--- config.mk ---
export PLATFORM = sky130hd
export DESIGN_NAME = usb_tx_packet_ctrl_flat
export DESIGN_NICKNAME = d
export VERILOG_FILES = /design/src/rtl/usb_tx_packet_ctrl_if.sv /design/src/rtl/usb_tx_packet_ctrl.sv /design/src/flat_wrapper.sv
export SDC_FILE = /design/constraint.sdc
export NUM_CORES = 1
export LEC_CHECK = 0
export ABC_AREA = 1
export CAP_MARGIN = 20
export CORE_MARGIN = 8
export CORE_UTILIZATION = 44
export CTS_CLUSTER_DIAMETER = 150
export DETAILED_ROUTE_END_ITERATION = 6
export PLACE_DENSITY = 0.83
export SLEW_MARGIN = 25
export SYNTH_ARGS = -nofsm -noshare
export SYNTH_HDL_FRONTEND = slang
export SYNTH_SLANG_ARGS = --single-unit
export TNS_END_PERCENT = 20
--- constraint.sdc ---
create_clock -name clk -period 1.35 [get_ports clk]
set_clock_uncertainty 0.1 [all_clocks]
set_input_delay 0.135 -clock clk [delete_from_list [all_inputs] [get_ports clk]]
set_output_delay 0.135 -clock clk [all_outputs]
set_load 0.01 [all_outputs]
--- src/rtl/usb_tx_packet_ctrl_if.sv ---
// Packet-transmit bundle between usb_tx_packet_ctrl (master), the packet buffer and the bit serializer.
// byte stream: a byte moves on a rising clk edge when byte_valid && byte_ready. Once byte_valid rises,
// byte_out/eop hold and byte_valid stays high until that transfer happens.
interface usb_tx_packet_ctrl_if;
  logic [2:0] TX_Packet;
  logic [6:0] Buffer_Occupancy;
  logic [7:0] TX_Packet_Data;
  logic       Get_TX_Packet_Data;
  logic [7:0] byte_out;
  logic       byte_valid;
  logic       byte_ready;
  logic       eop;
  logic       TX_Transfer_Active;
  logic       TX_Error;

  modport master (
    input  TX_Packet, Buffer_Occupancy, TX_Packet_Data, byte_ready,
    output Get_TX_Packet_Data, byte_out, byte_valid, eop, TX_Transfer_Active, TX_Error
  );

  modport slave (
    output TX_Packet, Buffer_Occupancy, TX_Packet_Data, byte_ready,
    input  Get_TX_Packet_Data, byte_out, byte_valid, eop, TX_Transfer_Active, TX_Error
  );
endinterface

--- src/rtl/usb_tx_packet_ctrl.sv ---
// USB packet transmit sequencer: SYNC, PID, buffered payload and optional CRC16 as a byte stream.
// Define USB_TX_CRC_EN to append the CRC_LO/CRC_HI bytes to DATA packets.
module usb_tx_packet_ctrl (
  input  logic                        clk,
  input  logic                        n_rst,
  usb_tx_packet_ctrl_if.master        bus,
  output logic [2:0]                  state_dbg
);
  typedef enum logic [2:0] {
    S_IDLE, S_SYNC, S_PID, S_FETCH, S_LOAD, S_DATA, S_CRC_LO, S_CRC_HI
  } state_t;

  localparam logic [2:0] PKT_DATA0 = 3'd1;
  localparam logic [2:0] PKT_DATA1 = 3'd2;
  localparam logic [2:0] PKT_ACK   = 3'd3;
  localparam logic [2:0] PKT_NAK   = 3'd4;

`ifdef USB_TX_CRC_EN
  localparam state_t DONE_STATE = S_CRC_LO;
`else
  localparam state_t DONE_STATE = S_IDLE;
`endif

  state_t     state, state_n;
  logic [2:0] pkt_type;
  logic [6:0] count;
  logic [7:0] data_q;
  logic       tx_error_q;
  logic       xfer, is_data, req_data, req_bad, req_ok;

  assign xfer      = bus.byte_valid && bus.byte_ready;
  assign is_data   = (pkt_type == PKT_DATA0) || (pkt_type == PKT_DATA1);
  assign req_data  = (bus.TX_Packet == PKT_DATA0) || (bus.TX_Packet == PKT_DATA1);
  assign req_bad   = (bus.TX_Packet >= 3'd6) || (req_data && (bus.Buffer_Occupancy > 7'd64));
  assign req_ok    = (bus.TX_Packet != 3'd0) && !req_bad;
  assign state_dbg = state;

  function automatic logic [7:0] pid_byte(input logic [2:0] t);
    case (t)
      PKT_DATA0: pid_byte = 8'hC3;
      PKT_DATA1: pid_byte = 8'h4B;
      PKT_ACK:   pid_byte = 8'hD2;
      PKT_NAK:   pid_byte = 8'h5A;
      default:   pid_byte = 8'h1E;
    endcase
  endfunction

  always_ff @(posedge clk or posedge n_rst) begin
    if (n_rst) state <= S_IDLE;
    else       state <= state_n;
  end

  always_comb begin
    state_n = state;
    case (state)
      S_IDLE:   if (req_ok) state_n = S_SYNC;
      S_SYNC:   if (xfer) state_n = S_PID;
      S_PID:    if (xfer) begin
                  if (!is_data)        state_n = S_IDLE;
                  else if (count != 0) state_n = S_FETCH;
                  else                 state_n = DONE_STATE;
                end
      S_FETCH:  state_n = S_LOAD;
      S_LOAD:   state_n = S_DATA;
      S_DATA:   if (xfer) state_n = (count != 0) ? S_FETCH : DONE_STATE;
      S_CRC_LO: if (xfer) state_n = S_CRC_HI;
      S_CRC_HI: if (xfer) state_n = S_IDLE;
      default:  state_n = S_IDLE;
    endcase
  end

  // Count is the number of pops still owed; it drops in FETCH so DATA sees the post-pop value.
  always_ff @(posedge clk or posedge n_rst) begin
    if (n_rst) begin
      pkt_type   <= 3'd0;
      count      <= 7'd0;
      data_q     <= 8'h00;
      tx_error_q <= 1'b0;
    end else begin
      tx_error_q <= (state == S_IDLE) && req_bad;
      if ((state == S_IDLE) && req_ok) begin
        pkt_type <= bus.TX_Packet;
        count    <= req_data ? bus.Buffer_Occupancy : 7'd0;
      end
      if (state == S_FETCH) count  <= count - 7'd1;
      if (state == S_LOAD)  data_q <= bus.TX_Packet_Data;
    end
  end

`ifdef USB_TX_CRC_EN
  logic [15:0] crc;

  function automatic logic [15:0] crc16_byte(input logic [15:0] c, input logic [7:0] d);
    logic [15:0] r;
    r = c ^ {8'h00, d};
    for (int i = 0; i < 8; i++) r = r[0] ? ((r >> 1) ^ 16'hA001) : (r >> 1);
    return r;
  endfunction

  always_ff @(posedge clk or posedge n_rst) begin
    if (n_rst)                        crc <= 16'hFFFF;
    else if (state == S_IDLE)         crc <= 16'hFFFF;
    else if ((state == S_DATA) && xfer) crc <= crc16_byte(crc, data_q);
  end
`endif

  always_comb begin
    bus.byte_out           = 8'h00;
    bus.byte_valid         = 1'b0;
    bus.eop                = 1'b0;
    bus.Get_TX_Packet_Data = (state == S_FETCH);
    bus.TX_Transfer_Active = (state != S_IDLE);
    bus.TX_Error           = tx_error_q;
    case (state)
      S_SYNC: begin
        bus.byte_valid = 1'b1;
        bus.byte_out   = 8'h80;
      end
      S_PID: begin
        bus.byte_valid = 1'b1;
        bus.byte_out   = pid_byte(pkt_type);
`ifdef USB_TX_CRC_EN
        bus.eop        = !is_data;
`else
        bus.eop        = !is_data || (count == 7'd0);
`endif
      end
      S_DATA: begin
        bus.byte_valid = 1'b1;
        bus.byte_out   = data_q;
`ifndef USB_TX_CRC_EN
        bus.eop        = (count == 7'd0);
`endif
      end
`ifdef USB_TX_CRC_EN
      S_CRC_LO: begin
        bus.byte_valid = 1'b1;
        bus.byte_out   = ~crc[7:0];
      end
      S_CRC_HI: begin
        bus.byte_valid = 1'b1;
        bus.byte_out   = ~crc[15:8];
        bus.eop        = 1'b1;
      end
`endif
      default: ;
    endcase
  end
endmodule

--- src/flat_wrapper.sv ---
// flat-port wrapper written by rule: the top's interface ports become plain ports
module usb_tx_packet_ctrl_flat 
  (clk, n_rst, state_dbg, bus_TX_Packet, bus_Buffer_Occupancy, bus_TX_Packet_Data, bus_byte_ready, bus_Get_TX_Packet_Data, bus_byte_out, bus_byte_valid, bus_eop, bus_TX_Transfer_Active, bus_TX_Error);
  usb_tx_packet_ctrl_if bus_i ();
  input  logic clk;
  input  logic n_rst;
  output logic [2:0] state_dbg;
  input wire logic [$bits(bus_i.TX_Packet)-1:0] bus_TX_Packet;
  input wire logic [$bits(bus_i.Buffer_Occupancy)-1:0] bus_Buffer_Occupancy;
  input wire logic [$bits(bus_i.TX_Packet_Data)-1:0] bus_TX_Packet_Data;
  input wire logic [$bits(bus_i.byte_ready)-1:0] bus_byte_ready;
  output wire logic [$bits(bus_i.Get_TX_Packet_Data)-1:0] bus_Get_TX_Packet_Data;
  output wire logic [$bits(bus_i.byte_out)-1:0] bus_byte_out;
  output wire logic [$bits(bus_i.byte_valid)-1:0] bus_byte_valid;
  output wire logic [$bits(bus_i.eop)-1:0] bus_eop;
  output wire logic [$bits(bus_i.TX_Transfer_Active)-1:0] bus_TX_Transfer_Active;
  output wire logic [$bits(bus_i.TX_Error)-1:0] bus_TX_Error;
  assign bus_i.TX_Packet = bus_TX_Packet;
  assign bus_i.Buffer_Occupancy = bus_Buffer_Occupancy;
  assign bus_i.TX_Packet_Data = bus_TX_Packet_Data;
  assign bus_i.byte_ready = bus_byte_ready;
  assign bus_Get_TX_Packet_Data = bus_i.Get_TX_Packet_Data;
  assign bus_byte_out = bus_i.byte_out;
  assign bus_byte_valid = bus_i.byte_valid;
  assign bus_eop = bus_i.eop;
  assign bus_TX_Transfer_Active = bus_i.TX_Transfer_Active;
  assign bus_TX_Error = bus_i.TX_Error;
  usb_tx_packet_ctrl u_core (.clk(clk), .n_rst(n_rst), .bus(bus_i), .state_dbg(state_dbg));
endmodule
==> out/qor_table.md <==
| Group | Metric | This run |
|---|---|---|
| run status | Status | complete, but fails checks |
| run status | Failing checks | negative setup slack |
| setup path | Worst path max stage delay | 470 ps |
| logic synthesis | Number of distinct library cells after synthesis | 26 |
| layout | Antenna cells | 0 |
| layout | Fillers | 249 |
| setup path | Cell-by-cell listing of the critical path | nor3_4, inv_2, buf_6, a22oi_2, buf_2 |
| global route | Total congestion overflow | 0 |
| routing | Routed Antenna Nets | 0 |
| logic synthesis | Net count after synthesis | 207 |
| die | Boundary pin count | 37 |
| timing | Tcrit/Tclk final | 130% |
| routing | Remaining routing DRC violations | 0 |
| clock tree | Clock buffer count from CTS | 3 |
| placed design | Placed wire-length estimate | 3240 um |
| layout | Number of nets in the layout | 294 |
| placed design | Number of input and output port buffers inserted | 36 |
| timing | Setup violation total in the final timing report | 35 |
| pwr | Reported leakage power | 0.00114 uW |
| layout | Post-layout utilization of the core | 73.3% |
| routing | Detailed Routing Iterations Pass 1 | 4 |
| die | Area enclosed by the die boundary | 0.00533 sq mm |
| timing | Final Hold Violating Endpoints | 0 |
| clock tree | Clock latency reported for the late side of the worst-skew pair | 300 ps |
| timing | Post-route minimum period | 1760 ps |
| global route | First-pass GRT wire length | 7220 um |
| clock tree | Buffers from clock root to sink, at most | 2 |
| die | Core Footprint | 0.00308 sq mm |
| timing | FMAX | 569 MHz |
| setup path | Worst-path maximum fanout | 5 |
| die | Row Count | 20 |
| logic synthesis | Yosys Warn Count | 0 |
| pwr | Power per cell area | 2190 mW/mm^2 |
| logic synthesis | Total of flip-flops plus latches after synthesis | 22 |
| die | Die height | 73.0 um |
| logic synthesis | Area share of the leading cell type in the synthesized netlist | 38.5% |
| die | Die Width | 73.0 um |
| setup path | CP max-delay cell | sky130_fd_sc_hd__dfrtp_2 |
| clock tree | CTS tree | built |
| clock tree | Maximum level of the CTS H-tree | 1 |
| timing | Slack of the critical path | -407 ps |
| setup path | Worst path arrival time | 1520 ps |
| setup path | Critical path launch point | u_core.state_dbg[2]$_DFFE_PP0P_ |
| min path | Classification of the worst-slack hold path | input port to asynchronous set/reset pin |
| logic synthesis | Sequential fraction of the synthesis area | 38.5% |
| clock tree | Number of clock sinks | 22 |
| setup path | Worst reg2reg path startpoint | u_core.state_dbg[1]$_DFFE_PP0P_ |
| logic synthesis | Synthesized instance count | 184 |
| pwr | VDD IR-drop max | 1.18 mV |
| placed design | Dpl ws | -453 ps |
| routing | Detailed-route wire length | 4260 um |
| global route | Vias in the first global route | 1638 |
| run | Reported max-cap violation count | 0 |
| placed design | Final weighted congestion of routability-driven global placement | 0.843 |
| logic synthesis | Average size of a mapped cell | 7.78 sq um |
| logic synthesis | Biggest area contributors in the synthesized netlist | sky130_fd_sc_hd__dfrtp_1 38%, sky130_fd_sc_hd__nand2_1 14%, sky130_fd_sc_hd__nand3_1 8.7% |
| setup path | CP Capture Type | primary output |
| layout | Area growth from synthesis to layout | 57.5% |
| clock tree | Master cell of the clock root buffer | sky130_fd_sc_hd__clkbuf_4 |
| die | Initial Utilization | 46.5% |
| setup path | Startpoint types | register |
| routing | Via density per instance | 5.02 |
| routing | Number of design-rule violations left by the first detailed-router iteration | 111 |
| setup path | Worst EP required | 1120 ps |
| setup path | Reg-to-reg setup timing slack | -320 ps |
| timing | Relative max-transition margin | 80.9% |
| global route | Pin count of the biggest net entering global routing | 23 |
| global route | Initial antenna violation count | 0 |
| routing | WL per Instance | 13.6 um |
| layout | Layout cells sized above 1 | 39.3% |
| timing | Max-slew violations | 0 |
| global route | Total GRT Usage | 16.8% |
| timing | Unrepaired setup endpoints after global routing | true |
| logic synthesis | Combined area of all synthesized cells | 0.00143 sq mm |
| clock tree | Clock input transition at the sequential cells of the worst setup and hold paths | 130 ps |
| routing | Via total after detailed routing | 1576 |
| timing | Slew @ Worst Pin | 287 ps |
| logic synthesis | Cell type contributing the most total cell area after synthesis | sky130_fd_sc_hd__dfrtp_1 |
| setup path | Class of the most critical setup path | register to primary output |
## final timing paths
path / end / cells past startpoint
min in group clk: u_core.data_q[5]$_DFFE_PP0P_ / 3
max in group asynchronous: u_core.state_dbg[0]$_DFFE_PP0P_ / 3
min: u_core.data_q[4]$_DFFE_PP0P_ / 3
max: bus_eop / 5
max reg2reg: u_core.count[2]$_DFFE_PP0P_ / 9
min reg2reg: u_core.data_q[4]$_DFFE_PP0P_ / 1
## layout make-up
type / instances / area [sq um] / share of cell area [%]
Clock buffer: 4 / 26.3 / 1.17
Sequential cell: 22 / 554 / 24.6
Multi-Input combinational cell: 141 / 840 / 37.2
Inverter: 17 / 63.8 / 2.83
Tap cell: 44 / 55.1 / 2.44
Timing Repair Buffer: 86 / 716 / 31.7
## cells by family (layout without fill, tap and decap cells)
group,count (synthesis),after routing,synth area share [%]
AO/OA/AOI/OAI,20,20,7.69
multiplexers,7,7,5.51
adder cells (fa/ha/maj),2,2,1.75
AND/OR/NAND/NOR,108,108,37.1
XOR/XNOR,4,4,2.45
buffers and inverters,21,107,7.08
flip-flops,22,22,38.5
## per-layer routing
layer,wire [um],vias to the layer above,global-route usage [%]
met5,0,-,0
met4,81,0,7.78
met3,250,8,3.43
met2,2120,52,29.1
met1,1800,741,19.2
li1,-,775,-
## sequential cells by signal (all words and copies together), names as in the netlist
register,flops
u_core.data_q,8
u_core.count,7
u_core.pkt_type,3
u_core.state_dbg,3
u_core.bus.TX_Error,1
## cell usage after synthesis
library cell,n
sky130_fd_sc_hd__a21oi_2,1
sky130_fd_sc_hd__o21ai_0,8
sky130_fd_sc_hd__ha_1,2
sky130_fd_sc_hd__nor2_2,3
sky130_fd_sc_hd__nor3_4,1
sky130_fd_sc_hd__buf_6,2
sky130_fd_sc_hd__o21ai_1,6
sky130_fd_sc_hd__inv_2,3
sky130_fd_sc_hd__nand3_4,1
sky130_fd_sc_hd__inv_1,14
sky130_fd_sc_hd__nor2_4,3
sky130_fd_sc_hd__a22o_1,1
sky130_fd_sc_hd__a21oi_1,3
sky130_fd_sc_hd__nand2_1,54
sky130_fd_sc_hd__nand2_4,1
sky130_fd_sc_hd__nand2_2,2
sky130_fd_sc_hd__a22oi_1,1
sky130_fd_sc_hd__xor2_1,2
sky130_fd_sc_hd__nand3_1,25
sky130_fd_sc_hd__mux2_2,7
sky130_fd_sc_hd__nand4_4,1
sky130_fd_sc_hd__nand4_1,3
sky130_fd_sc_hd__xnor2_1,2
sky130_fd_sc_hd__dfrtp_1,22
sky130_fd_sc_hd__buf_4,2
sky130_fd_sc_hd__nor2_1,14
## report_power, final
group / internal, uW / switching [uW] / leakage (uW)
Clock: 115 / 195 / 0.0000150
Combinational: 1720 / 1770 / 0.000855
Sequential: 961 / 196 / 0.000270
## metrics by stage
step / cells / power [uW] / setup TNS [ps] / instance area (sq um) / hold WS, ps
CTS: 311 / 4740 / -9230 / 2210 / 54.1
finish: 314 / 4950 / -7860 / 2250 / 43.7
global route: 314 / 5330 / -10750 / 2250 / 87.9
global placement: 302 / 4300 / -8600 / 2160 / 388
detailed placement: 302 / 4420 / -9320 / 2160 / 394
floorplan: 184 / 2890 / -341 / 1460 / 24.2
## critical path, delay by kind of cell, from the launching register on
family	cells	cell delay, ps
compound gates	1	130
flops	1	470
simple gates	1	260
buf+inv	3	350
## what timing repair did
action,4_1_cts,5_1_grt
setup buffers,5,4
resized for setup,56,25
endpoints found under the setup margin,38,35
pin swaps,7,6
hold buffers,0,0
## layout by cell type (no fill, tap or decap), types with 2 or more instances in the layout
cell type                         instances
sky130_fd_sc_hd__nand2_1                 50
sky130_fd_sc_hd__buf_4                   44
sky130_fd_sc_hd__nand3_1                 24
sky130_fd_sc_hd__clkdlybuf4s50_1         20
sky130_fd_sc_hd__dfrtp_1                 19
sky130_fd_sc_hd__nor2_1                  14
sky130_fd_sc_hd__inv_1                   12
sky130_fd_sc_hd__buf_6                    9
sky130_fd_sc_hd__buf_2                    9
sky130_fd_sc_hd__o21ai_1                  7
sky130_fd_sc_hd__mux2_2                   7
sky130_fd_sc_hd__nor2_4                   6
sky130_fd_sc_hd__inv_2                    5
sky130_fd_sc_hd__nand2_2                  4
sky130_fd_sc_hd__o21ai_0                  4
sky130_fd_sc_hd__nand4_1                  3
sky130_fd_sc_hd__nand2_4                  3
sky130_fd_sc_hd__o21ai_2                  3
sky130_fd_sc_hd__clkbuf_4                 3
sky130_fd_sc_hd__dfrtp_2                  3
sky130_fd_sc_hd__a21oi_2                  2
sky130_fd_sc_hd__xnor2_1                  2
sky130_fd_sc_hd__a21oi_1                  2
sky130_fd_sc_hd__xor2_1                   2
sky130_fd_sc_hd__ha_1                     2
sky130_fd_sc_hd__clkbuf_2                 2
(Power assumes the default switching activity.)
